$ cat src/rtl/mul_bus_master_if.sv
// rtl/mul_bus_master_if.sv - CPU-side register bus between mul_bus_master and the multiplier peripheral
interface mul_bus_master_if;
    logic [15:0] saddress;
    logic        srd;
    logic        swr;
    logic [31:0] sdata_wr;
    logic [31:0] sdata_rd;

    modport master (output saddress, srd, swr, sdata_wr, input sdata_rd);
    modport slave  (input saddress, srd, swr, sdata_wr, output sdata_rd);
endinterface

$ cat src/rtl/mul_bus_master.sv
// rtl/mul_bus_master.sv - bus initiator that runs one multiply job on the peripheral and reads back results
module mul_bus_master #(
    parameter int STROBE_CYC = 1,
    parameter int POLL_GAP   = 0,
    parameter int POLL_LIMIT = 255
) (
    input  logic             clk,
    input  logic             reset,
    input  logic             start,
    input  logic [23:0]      op_a,
    input  logic [23:0]      op_b,
    output logic             job_ready,
    output logic             busy,
    output logic             done,
    output logic [31:0]      res_w,
    output logic [5:0]       res_l,
    output logic [15:0]      res_cnt,
    output logic             err_ovf,
    output logic             err_timeout,
    mul_bus_master_if.master bus
);
    localparam int PCW_RAW = $clog2(POLL_LIMIT + 1);
    localparam int PCW     = (PCW_RAW < 8) ? 8 : PCW_RAW;
    localparam int CMAX    = (STROBE_CYC > POLL_GAP) ? STROBE_CYC : POLL_GAP;
    localparam int CW      = (CMAX < 2) ? 1 : $clog2(CMAX);

    typedef enum logic [3:0] {
        S_IDLE, S_WR_A1, S_WR_A2, S_POLL, S_GAP, S_RD_W, S_RD_L, S_RD_CNT, S_DONE
    } state_t;

    typedef enum logic [1:0] {PH_SETUP, PH_STROBE, PH_HOLD} phase_t;

    state_t         state, state_d;
    phase_t         phase, phase_d;
    logic [CW-1:0]  cyc_cnt, cyc_cnt_d;
    logic [PCW-1:0] poll_cnt, poll_cnt_d;
    logic [23:0]    op_a_q, op_b_q;
    logic           accept, set_ovf, set_tmo, cap_w, cap_l, cap_cnt;
    logic           is_strobe;

    always_ff @(posedge clk or posedge reset) begin
        if (reset) begin
            state    <= S_IDLE;
            phase    <= PH_SETUP;
            cyc_cnt  <= '0;
            poll_cnt <= '0;
        end else begin
            state    <= state_d;
            phase    <= phase_d;
            cyc_cnt  <= cyc_cnt_d;
            poll_cnt <= poll_cnt_d;
        end
    end

    always_comb begin
        state_d    = state;
        phase_d    = phase;
        cyc_cnt_d  = cyc_cnt;
        poll_cnt_d = poll_cnt;
        accept     = 1'b0;
        set_ovf    = 1'b0;
        set_tmo    = 1'b0;
        cap_w      = 1'b0;
        cap_l      = 1'b0;
        cap_cnt    = 1'b0;
        case (state)
            S_IDLE: begin
                if (start) begin
                    accept     = 1'b1;
                    state_d    = S_WR_A1;
                    phase_d    = PH_SETUP;
                    cyc_cnt_d  = '0;
                    poll_cnt_d = '0;
                end
            end
            S_GAP: begin
                if (cyc_cnt == CW'(POLL_GAP - 1)) begin
                    state_d   = S_POLL;
                    phase_d   = PH_SETUP;
                    cyc_cnt_d = '0;
                end else begin
                    cyc_cnt_d = cyc_cnt + 1'b1;
                end
            end
            S_DONE: state_d = S_IDLE;
            default: begin
                // Every remaining state is one bus access walking SETUP -> STROBE -> HOLD.
                case (phase)
                    PH_SETUP: begin
                        phase_d   = PH_STROBE;
                        cyc_cnt_d = '0;
                    end
                    PH_STROBE: begin
                        if (cyc_cnt == CW'(STROBE_CYC - 1))
                            phase_d = PH_HOLD;
                        else
                            cyc_cnt_d = cyc_cnt + 1'b1;
                    end
                    default: begin
                        phase_d   = PH_SETUP;
                        cyc_cnt_d = '0;
                        case (state)
                            S_WR_A1: state_d = S_WR_A2;
                            S_WR_A2: state_d = S_POLL;
                            S_POLL: begin
                                poll_cnt_d = poll_cnt + 1'b1;
                                if (bus.sdata_rd == 32'd0) begin
                                    state_d = S_RD_W;
                                end else if (bus.sdata_rd == 32'd1) begin
                                    if (poll_cnt == PCW'(POLL_LIMIT - 1)) begin
                                        state_d = S_DONE;
                                        set_tmo = 1'b1;
                                    end else if (POLL_GAP > 0) begin
                                        state_d = S_GAP;
                                    end
                                end else begin
                                    state_d = S_DONE;
                                    set_ovf = 1'b1;
                                end
                            end
                            S_RD_W: begin
                                state_d = S_RD_L;
                                cap_w   = 1'b1;
                            end
                            S_RD_L: begin
                                state_d = S_RD_CNT;
                                cap_l   = 1'b1;
                            end
                            S_RD_CNT: begin
                                state_d = S_DONE;
                                cap_cnt = 1'b1;
                            end
                            default: state_d = S_IDLE;
                        endcase
                    end
                endcase
            end
        endcase
    end

    always_ff @(posedge clk or posedge reset) begin
        if (reset) begin
            op_a_q      <= '0;
            op_b_q      <= '0;
            res_w       <= '0;
            res_l       <= '0;
            res_cnt     <= '0;
            err_ovf     <= 1'b0;
            err_timeout <= 1'b0;
        end else begin
            if (accept) begin
                op_a_q      <= op_a;
                op_b_q      <= op_b;
                res_w       <= '0;
                res_l       <= '0;
                res_cnt     <= '0;
                err_ovf     <= 1'b0;
                err_timeout <= 1'b0;
            end
            if (set_ovf) err_ovf     <= 1'b1;
            if (set_tmo) err_timeout <= 1'b1;
            if (cap_w)   res_w       <= bus.sdata_rd;
            if (cap_l)   res_l       <= bus.sdata_rd[5:0];
            if (cap_cnt) res_cnt     <= bus.sdata_rd[15:0];
        end
    end

    assign job_ready = (state == S_IDLE);
    assign busy      = (state != S_IDLE);
    assign done      = (state == S_DONE);
    assign is_strobe = (phase == PH_STROBE);

    // Strobes decode straight from state so an asynchronous reset drops them at once.
    always_comb begin
        bus.saddress = 16'h0000;
        bus.sdata_wr = 32'h0;
        bus.srd      = 1'b0;
        bus.swr      = 1'b0;
        case (state)
            S_WR_A1: begin
                bus.saddress = 16'h0100;
                bus.sdata_wr = {8'h00, op_a_q};
                bus.swr      = is_strobe;
            end
            S_WR_A2: begin
                bus.saddress = 16'h0108;
                bus.sdata_wr = {8'h00, op_b_q};
                bus.swr      = is_strobe;
            end
            S_POLL: begin
                bus.saddress = 16'h0120;
                bus.srd      = is_strobe;
            end
            S_GAP: bus.saddress = 16'h0120;
            S_RD_W: begin
                bus.saddress = 16'h0110;
                bus.srd      = is_strobe;
            end
            S_RD_L: begin
                bus.saddress = 16'h0118;
                bus.srd      = is_strobe;
            end
            S_RD_CNT: begin
                bus.saddress = 16'h0130;
                bus.srd      = is_strobe;
            end
            default: ;
        endcase
    end
endmodule

$ cat src/flat_wrapper.sv
// flat-port wrapper written by rule: the top's interface ports become plain ports
module mul_bus_master_flat 
#(
    parameter int STROBE_CYC = 1,
    parameter int POLL_GAP   = 0,
    parameter int POLL_LIMIT = 255
)
  (clk, reset, start, op_a, op_b, job_ready, busy, done, res_w, res_l, res_cnt, err_ovf, err_timeout, bus_saddress, bus_srd, bus_swr, bus_sdata_wr, bus_sdata_rd);
  mul_bus_master_if bus_i ();
  input  logic clk;
  input  logic reset;
  input  logic start;
  input  logic [23:0] op_a;
  input  logic [23:0] op_b;
  output logic job_ready;
  output logic busy;
  output logic done;
  output logic [31:0] res_w;
  output logic [5:0] res_l;
  output logic [15:0] res_cnt;
  output logic err_ovf;
  output logic err_timeout;
  output wire logic [$bits(bus_i.saddress)-1:0] bus_saddress;
  output wire logic [$bits(bus_i.srd)-1:0] bus_srd;
  output wire logic [$bits(bus_i.swr)-1:0] bus_swr;
  output wire logic [$bits(bus_i.sdata_wr)-1:0] bus_sdata_wr;
  input wire logic [$bits(bus_i.sdata_rd)-1:0] bus_sdata_rd;
  assign bus_saddress = bus_i.saddress;
  assign bus_srd = bus_i.srd;
  assign bus_swr = bus_i.swr;
  assign bus_sdata_wr = bus_i.sdata_wr;
  assign bus_i.sdata_rd = bus_sdata_rd;
  mul_bus_master #(.STROBE_CYC(STROBE_CYC), .POLL_GAP(POLL_GAP), .POLL_LIMIT(POLL_LIMIT)) u_core (.clk(clk), .reset(reset), .start(start), .op_a(op_a), .op_b(op_b), .job_ready(job_ready), .busy(busy), .done(done), .res_w(res_w), .res_l(res_l), .res_cnt(res_cnt), .err_ovf(err_ovf), .err_timeout(err_timeout), .bus(bus_i));
endmodule
$ cat config.mk
export PLATFORM = sky130hd
export DESIGN_NAME = mul_bus_master_flat
export DESIGN_NICKNAME = d
export VERILOG_FILES = /design/src/rtl/mul_bus_master_if.sv /design/src/rtl/mul_bus_master.sv /design/src/flat_wrapper.sv
export SDC_FILE = /design/constraint.sdc
export NUM_CORES = 1
export LEC_CHECK = 0
export ABC_AREA = 1
export CAP_MARGIN = 10
export CORE_MARGIN = 2
export CORE_UTILIZATION = 46
export CTS_CLUSTER_SIZE = 8
export DETAILED_ROUTE_END_ITERATION = 16
export GPL_TIMING_DRIVEN = 0
export PLACE_DENSITY = 0.83
export SLEW_MARGIN = 10
export SYNTH_ARGS = -nofsm -noshare
export SYNTH_HDL_FRONTEND = slang
export SYNTH_SLANG_ARGS = --single-unit
$ cat constraint.sdc
create_clock -name clk -period 4.7 [get_ports clk]
set_input_delay 0.94 -clock clk [delete_from_list [all_inputs] [get_ports clk]]
set_output_delay 0.94 -clock clk [all_outputs]
set_load 0.05 [all_outputs]
Word-level counts from Yosys, hierarchy flattened
Index checks and enable logic that the tools add are counted.
{"block": "classes", "add_sub_neg": 2, "n_eq_ne": 17, "muxes": 57, "bitwise_logic": 2, "reduce_logical": 20}
{"operator": "$mux W32", "count": 2}
{"operator": "$pmux W9 S6", "count": 1}
{"operator": "$pmux W24 S2", "count": 1}
{"operator": "$eq A32 B1 Y1 const B", "count": 1}
{"operator": "$logic_not A32 Y1", "count": 1}
{"operator": "$mux W16", "count": 2}
{"operator": "$mux W1", "count": 31}
{"operator": "$mux W4", "count": 6}
{"operator": "$mux W8", "count": 3}
{"operator": "$pmux W4 S6", "count": 1}
{"operator": "$eq A4 B3 Y1 const B", "count": 4}
{"operator": "$pmux W8 S2", "count": 1}
{"operator": "$mux W6", "count": 2}
{"operator": "$pmux W4 S3", "count": 1}
{"operator": "$reduce_and A4 Y1", "count": 3}
{"operator": "$reduce_bool A2 Y1", "count": 6}
{"operator": "$add A8 B1 Y8 const B", "count": 1}
{"operator": "$eq A4 B2 Y1 const B", "count": 2}
{"operator": "$eq A8 B8 Y1 const B", "count": 1}
{"operator": "$reduce_or A2 Y1", "count": 4}
{"operator": "$ne A7 B6 Y1 const B", "count": 1}
{"operator": "$mux W2", "count": 3}
{"operator": "$pmux W2 S3", "count": 1}
{"operator": "$eq A4 B1 Y1 const B", "count": 1}
{"operator": "other kinds (16)", "count": 18}
{"block": "totals", "register_bits": 119, "input_bits": 83, "elab_cells": 109}

Longest topological paths before layout
Gate-level depths: netlist of the first run.
{"block": "depth", "word_depth": 8, "depth_mapped": 13, "mapped_depth_nobuf": 13}

Worst setup path after synthesis of the first run
OpenSTA, ideal clock, no wires.
{"block": "synth_timing", "kind": "flip-flop to output port", "from": "register u_core.state[3]", "to": "output bus_srd", "arrival_time_ns": 2.307, "required_time_ns": 3.760, "setup_slack_ns": 1.453, "stages_incl_launch_ff": 6, "n_path_buf": 0, "path_cell_list": "dfrtp_1 -> inv_2 -> nand2_2 -> nor2_1 -> nand2_1 -> a31oi_1"}
{"block": "synth_between", "elab_chain_len": 3, "word_cells_on_any_way": 6, "cone_classes": "eq/ne: 4; mux: 1; reduce/logical: 1"}
{"element": "start: declaration", "line_no": "mul_bus_master.sv:33", "source": "state_t state, state_d;"}
{"element": "start signal: assignment", "line_no": "mul_bus_master.sv:48", "source": "state <= state_d;"}
{"element": "$eq A4 B3 Y1 / $eq A4 B2 Y1 (equally long branches)", "line_no": "mul_bus_master.sv:179", "source": "case (state)"}
{"element": "$reduce_or A4 Y1 (no source line) *"}
{"element": "$mux W1 *", "line_no": "mul_bus_master.sv:179"}
{"element": "end: declaration", "line_no": "flat_wrapper.sv:24", "source": "output wire logic [$bits(bus_i.srd)-1:0] bus_srd;"}
Mark *: on every way between the ends. The rest lies on a longest branch, timed or not.

Final worst setup path of the first run
{"block": "layout_timing", "from": "register u_core.state[3]", "to": "output bus_sdata_wr[13]"}
{"block": "layout_between", "elab_chain_len": 2, "word_cells_on_any_way": 3, "cone_classes": "eq/ne: 2; mux: 1"}
{"element": "$eq A4 B2 Y1 / $eq A4 B1 Y1 (equally long branches)", "line_no": "mul_bus_master.sv:179"}
{"element": "$pmux W24 S2 *", "line_no": "mul_bus_master.sv:179"}
{"element": "end: declaration", "line_no": "flat_wrapper.sv:26", "source": "output wire logic [$bits(bus_i.sdata_wr)-1:0] bus_sdata_wr;"}
Marked as above.

==> results.yml, run 1 <==
floorplan:
  core_region_area_sq_mm: 0.0120
  num_rows: 40
  die_h_um: 115
  die_w_um: 115
  pin_count: 192
  initial_utilization_pct: 47.1
  die_area_sq_mm: 0.0131
finish:
  fillers: 955
  area_delta_synth_final_pct: 46.3
  final_util_pct: 68.9
  layout-drive-gt1-share_pct: 9.59
  n_antenna_cell: 0
  nets: 979
min_path:
  hold_path_class: "register to register"
sta:
  rsz0062_at_grt: "false"
  finalHoldViolations: 0
  maxSlewViolCount: 0
  period_share_pct: 82.2
  fin_worst_skew_ps: 8.06
  fmax_mhz: 259
  postLayoutSetupSlackWorst_ps: 835
  holdWs_ps: 483
  tightestPinTransition_ps: 571
  setup_violations: 0
  period_needed_ps: 3860
  relSlewSlack_pct: 61.8
place:
  portBuffers: 171
  place_ws_ps: 1300
  hpwl_um: 11300
  gp_congestion: 0.885
power_and_ir_drop:
  ir_worst_vdd_mv: 0.388
  switching_power_w: 0.00189
  power_frac_clock_pct: 28.8
  p_int_w: 0.00271
  p_comb_share_pct: 41.3
  power_leakage_nw: 3.91
  power.density_mw_per_mm2: 558
  power_w: 0.00460
  switching_share_pct: 41.2
  seq_power_share_pct: 29.9
cts:
  cts_resized: 0
  post-cts-setup-buffers: 0
  cts_tree: "done"
  cts_sinks: 119
  htreeDepth: 4
  hold_buffers: 0
  clock_path_buffers: 2
  clock_latency_ps: 400
  path_clk_slew_ps: 60
  root_buffer: "clkbuf_16"
  numCtsBuffers: 17
route:
  wl_per_cell_um: 14.6
  drt_iter0_drc: 472
  wirelength_um: 15400
  route.detailed.drc: 0
  ant_nets: 0
  avgViaCountPerCell: 5.07
  drtPass1Iterations: 6
  vias: 5349
logic_synthesis:
  ys_seq_elements: 119
  yosys.area.top_type: "dfrtp_1"
  yosys-top-cells-count: "nand2_1, dfrtp_1, nand3_1"
  synth_edf_count: 0
  synth.top_cell.area_share_pct: 52.9
  ys_types: 33
  syn_avg_cell_area_sq_um: 8.23
  synthTopCellsByArea: "dfrtp_1, nand2_1, nand3_1, o21ai_0, inv_1"
  async_flop_share_pct: 100
  ys.flop_type: "dfrtp_1"
  seq_area_frac_synth_pct: 52.9
  yosysWarnings: 0
  yosysMostFrequentCell: "nand2_1"
  syn_inst: 684
  synth_area_sq_mm: 0.00563
job:
  cap_violations: 0
global_routing:
  track_usage_pct: 24.6
  grt_max_degree: 68
  grt_pass1_wl_um: 25300
  grt_overflow_total: 0
  grt_pass1_vias: 5227
  antenna_found_initial: 0
worst_setup_path:
  endpoint_kind: "primary output"
  critPathRequiredTime_ps: 3760
  crit_path_start_kind: "register"
  worst-setup-path-type: "register to primary output"
  arrival_ps: 2920
  crit_fanout: 10
status:
  status: "finished clean"
-- worst max-delay path, stage by stage, from the launching register on --
cell             delay, ps
dfrtp_1                460
nor2_2                 240
buf_4                  200
nand3_1                210
clkbuf_1               280
o21ai_0                270
clkdlybuf4s50_1        860
-- routing by layer --
layer,wire (um),global-route usage (%),part of all wire (%),vias to the layer above
met5,0,0,0,-
met4,333,9.92,2.2,0
met3,1230,7.41,8.0,31
met2,7350,39.6,48,210
met1,6530,31.0,42,2514
li1,-,-,-,2594
-- placed cells by master, fill, tap and decap left out, drive strengths merged, types with 2 or more instances in the layout --
cell,instances
a21oi,6
buf,40
bufinv,3
clkbuf,36
clkdlybuf4s50,171
clkinv,2
clkinvlp,6
conb,20
dfrtp,119
ha,2
inv,76
nand2,159
nand3,103
nand4,3
nor2,50
nor3,3
o21ai,93
o22ai,7
o31ai,3
-- per-stage QoR --
step	TNS [ps]	std cells	cell area (sq um)
finish	0	1054	8240
global route	0	1054	8240
CTS	0	1054	8240
detailed placement	0	1022	7630
global placement	-123380	1021	7600
floorplan	0	703	5700
-- sequential cells by signal (all words and copies together), names as in the netlist --
register and flops:
u_core.op_a_q 24, u_core.err_timeout 1, u_core.res_w 32, u_core.err_ovf 1, u_core.res_l 6, u_core.op_b_q 24, u_core.phase 2, u_core.res_cnt 16
u_core.poll_cnt 8, u_core.cyc_cnt 1, u_core.state 4
-- area by class of cell --
type | instances | area (sq um) | share of cell area (%)
Clock inverter | 11 | 149 | 1.81
Tap cell | 147 | 184 | 2.23
Timing Repair Buffer | 172 | 1740 | 21.1
Clock buffer | 21 | 460 | 5.59
Inverter | 76 | 293 | 3.55
Sequential cell | 119 | 2980 | 36.1
Multi-Input combinational cell | 454 | 2110 | 25.6
Buffer | 54 | 325 | 3.95
-- logic make-up after synthesis --
| logic type | count (synthesis) | synth area share (%) |
|---|---|---|
| and+or+nand+nor | 319 | 25.1 |
| buffers and inverters | 130 | 10.9 |
| DFF | 119 | 52.9 |
| AOI/OAI and AO/OA | 111 | 10.3 |
| xor gates and xnor gates | 2 | 0.311 |
| adders and majority gates | 2 | 0.444 |
| other | 1 | 0.0666 |
-- worst paths after layout --
check,end,cells past startpoint,slack (ps),startpoint
worst max-delay path,bus_sdata_wr[13],6,840,u_core.state[3]
worst min-delay path,u_core.op_b_q[12],2,480,u_core.op_b_q[12]
worst max register to register,u_core.res_w[7],7,2930,u_core.state[3]
worst min register to register,u_core.op_b_q[12],2,480,u_core.op_b_q[12]
max in group asynchronous,u_core.res_w[14],3,3060,reset
min in group asynchronous,u_core.op_b_q[5],2,960,reset
-- power by group through the flow --
stage / registers (W) / clock network, W / logic (W)
6_report: 0.00137 / 0.00133 / 0.00190
5_1_grt: 0.00140 / 0.00140 / 0.00206
4_1_cts: 0.00137 / 0.00134 / 0.00190
3_5_place_dp: 0.00138 / 0 / 0.00188
3_3_place_gp: 0.00137 / 0 / 0.00186
2_1_floorplan: 0.00136 / 0 / 0.00129
Power figures use the tool's default switching activity.
==> run 2, diff against run 1 <==
==> constraint.sdc (replaced) <==
create_clock -name clk -period 4.03 [get_ports clk]
set_input_delay 0.806 -clock clk [delete_from_list [all_inputs] [get_ports clk]]
set_output_delay 0.806 -clock clk [all_outputs]
set_load 0.05 [all_outputs]
==> results of run 2 <==
Same layout as run 1 (identical final DEF). Status: finished clean.
Among the figures that moved: setup slack after placement 1300 ps -> 760 ps; setup slack after layout 835 ps -> 299 ps; register-to-register setup slack 2930 ps -> 2260 ps; total power 0.00460 W -> 0.00536 W; worst IR drop on VDD 0.388 mV -> 0.452 mV
==> run 3, diff against run 2 <==
--- a/config.mk
+++ b/config.mk
@@ -13,7 +13,7 @@
 export DETAILED_ROUTE_END_ITERATION = 16
 export GPL_TIMING_DRIVEN = 0
 export PLACE_DENSITY = 0.83
-export SLEW_MARGIN = 10
+export SLEW_MARGIN = 20
 export SYNTH_ARGS = -nofsm -noshare
 export SYNTH_HDL_FRONTEND = slang
 export SYNTH_SLANG_ARGS = --single-unit
==> constraint.sdc (replaced) <==
create_clock -name clk -period 3.7 [get_ports clk]
set_input_delay 0.74 -clock clk [delete_from_list [all_inputs] [get_ports clk]]
set_output_delay 0.74 -clock clk [all_outputs]
set_load 0.05 [all_outputs]
==> run 3 against run 2 <==
Compared with the run above:
- largest power group unchanged
- utilization rose by 0.75 points
- sequential share of layout area down 0.39 points
- final area rose by 1.1%
- clock power rose by 8%
- first-iteration DRC count fell by 26%
- clock-buffer cell count fell by 1
==> results.yml, run 3 (same netlist as run 1, synthesis figures left out) <==
route:
  drtPass1Iterations: 6
  wl_per_cell_um: 14.8
  ant_nets: 0
  drt_iter0_drc: 348
  avgViaCountPerCell: 5.08
  route.detailed.drc: 0
  wirelength_um: 15700
  vias: 5366
worst_setup_path:
  arrival_ps: 2810
  worstPathCellList: "nor2_2, buf_4, nand3_1, buf_2, o22ai_1, clkdlybuf4s50_1"
  crit_slowest_cell: "clkdlybuf4s50_1"
  r2r_slack_ps: 1870
  worst-setup-path-type: "register to primary output"
  rr_startpoint: "u_core.state[3]"
  crit_fanout: 10
  endpoint_kind: "primary output"
  max_stage_delay_ps: 820
  reg2regPathDepth: 7
  r2r-end: "u_core.op_a_q[15]"
  crit_path_start_kind: "register"
  critPathRequiredTime_ps: 2960
min_path:
  min-delay-start: "u_core.op_b_q[15]"
  hold_end: "u_core.op_b_q[15]"
  hold_depth: 2
  hold_path_class: "register to register"
finish:
  fillers: 930
  reg.largest.list: "u_core.res_w (32), u_core.op_a_q (24), u_core.op_b_q (24)"
  multi_input_area_sq_mm: 0.00211
  nets: 982
  final_util_pct: 69.6
  final_common_cell: "clkdlybuf4s50_1"
  stdcell_area_sq_mm: 0.00833
  largest_reg_flops: 32
  area_delta_synth_final_pct: 47.9
  largest_register: "u_core.res_w"
  regArea_sq_mm: 0.00298
  layout-drive-gt1-share_pct: 10.0
  final_cell_mix: "clkdlybuf4s50_1, nand2_1, dfrtp_1"
  n_antenna_cell: 0
cts:
  root_buffer: "clkbuf_16"
  path_clk_slew_ps: 50
  clock_latency_ps: 420
  numCtsBuffers: 17
  post-cts-setup-buffers: 0
  cts_tree: "done"
  cts_sinks: 119
  htreeDepth: 4
  hold_buffers: 0
  clock_path_buffers: 2
place:
  place_area_sq_mm: 0.00770
  hpwl_um: 11800
  place_ws_ps: 377
  gp_congestion: 0.892
  portBuffers: 171
power_and_ir_drop:
  power.density_mw_per_mm2: 698
  ir_worst_vdd_mv: 0.620
  power_leakage_nw: 4.15
sta:
  fmax_mhz: 281
  postLayoutSetupSlackWorst_ps: 145
  fin_worst_skew_ps: 15.0
  period_share_pct: 96.1
  setup_violations: 0
  rsz0062_at_grt: "false"
  maxSlewViolCount: 0
  tightestPinTransition_ps: 564
  tns_ps: 0
  period_needed_ps: 3550
  relSlewSlack_pct: 62.3
  finalHoldViolations: 0
  holdWs_ps: 481
floorplan:
  die_area_sq_mm: 0.0131
  die_w_um: 115
  die_h_um: 115
  core_region_area_sq_mm: 0.0120
  initial_utilization_pct: 47.1
  num_rows: 40
  pin_count: 192
global_routing:
  grt_max_degree: 31
  antenna_found_initial: 0
  grt_overflow_total: 0
  grt_pass1_wl_um: 25400
  track_usage_pct: 24.8
  grt_pass1_vias: 5302
status:
  status: "finished clean"
job:
  cap_violations: 0
==> run 3: cell types whose count changed in the layout (fill, tap and decap cells not counted) <==
cell	change
inv_6	-1
clkbuf_1	-1
buf_12	+2
dlygate4sd2_1	+4
buf_16	+1
dlymetal6s2s_1	+12
clkdlybuf4s50_1	-16
clkinv_2	+2
==> run 3: worst max path at each step <==
stage	startpoint	cells after the start	to	slack (ps)
3_5_place_dp	u_core.state[3]	6	bus_sdata_wr[14]	380
2_1_floorplan	u_core.state[3]	5	bus_srd	650
4_1_cts	u_core.state[3]	6	bus_sdata_wr[18]	6
3_3_place_gp	u_core.state[3]	6	bus_sdata_wr[14]	370
5_1_grt	u_core.state[3]	6	bus_sdata_wr[4]	20
6_report	u_core.state[3]	6	bus_sdata_wr[4]	150
==> run 3: stage by stage <==
stage	std cells	power (W)
floorplan	703	0.00338
global route	1057	0.00613
finish	1057	0.00582
global placement	1021	0.00410
CTS	1057	0.00585
detailed placement	1025	0.00417
==> run 3: what timing repair did <==
| item | 4_1_cts | 5_1_grt |
|---|---|---|
| setup endpoints to repair | 4 | 12 |
| pin swaps | 0 | 0 |
| resized for setup | 4 | 12 |
| cloned | 0 | 0 |
==> run 3: final cells by class <==
type                    instances  share of cell area (%)
well taps                     147                    2.21
inverters                      76                    3.50
multi-input cells             454                    25.3
clock buffers                  20                    5.48
flip-flops and latches        119                    35.8
clock inverters                12                    1.82
repair buffers                175                    22.0
plain buffers                  54                    3.91
==> run 3: routing by layer <==
metal,track usage [%],routed length [um]
met5,0,0
met4,8.94,284
met3,7.36,1170
met2,41.1,7570
met1,30.8,6660
==> run 3: worst max-delay path, delay by kind of cell, from the launching register on <==
family / cells / cell delay [ps]
buffers and inverters: 3 / 1320
and+or+nand+nor: 2 / 480
DFF: 1 / 470
AOI/OAI and AO/OA: 1 / 130
==> run 3: where the power goes <==
group | switching, W | internal [W]
Combinational | 0.00167 | 0.000727
Clock | 0.000590 | 0.00109
Sequential | 0.000135 | 0.00160
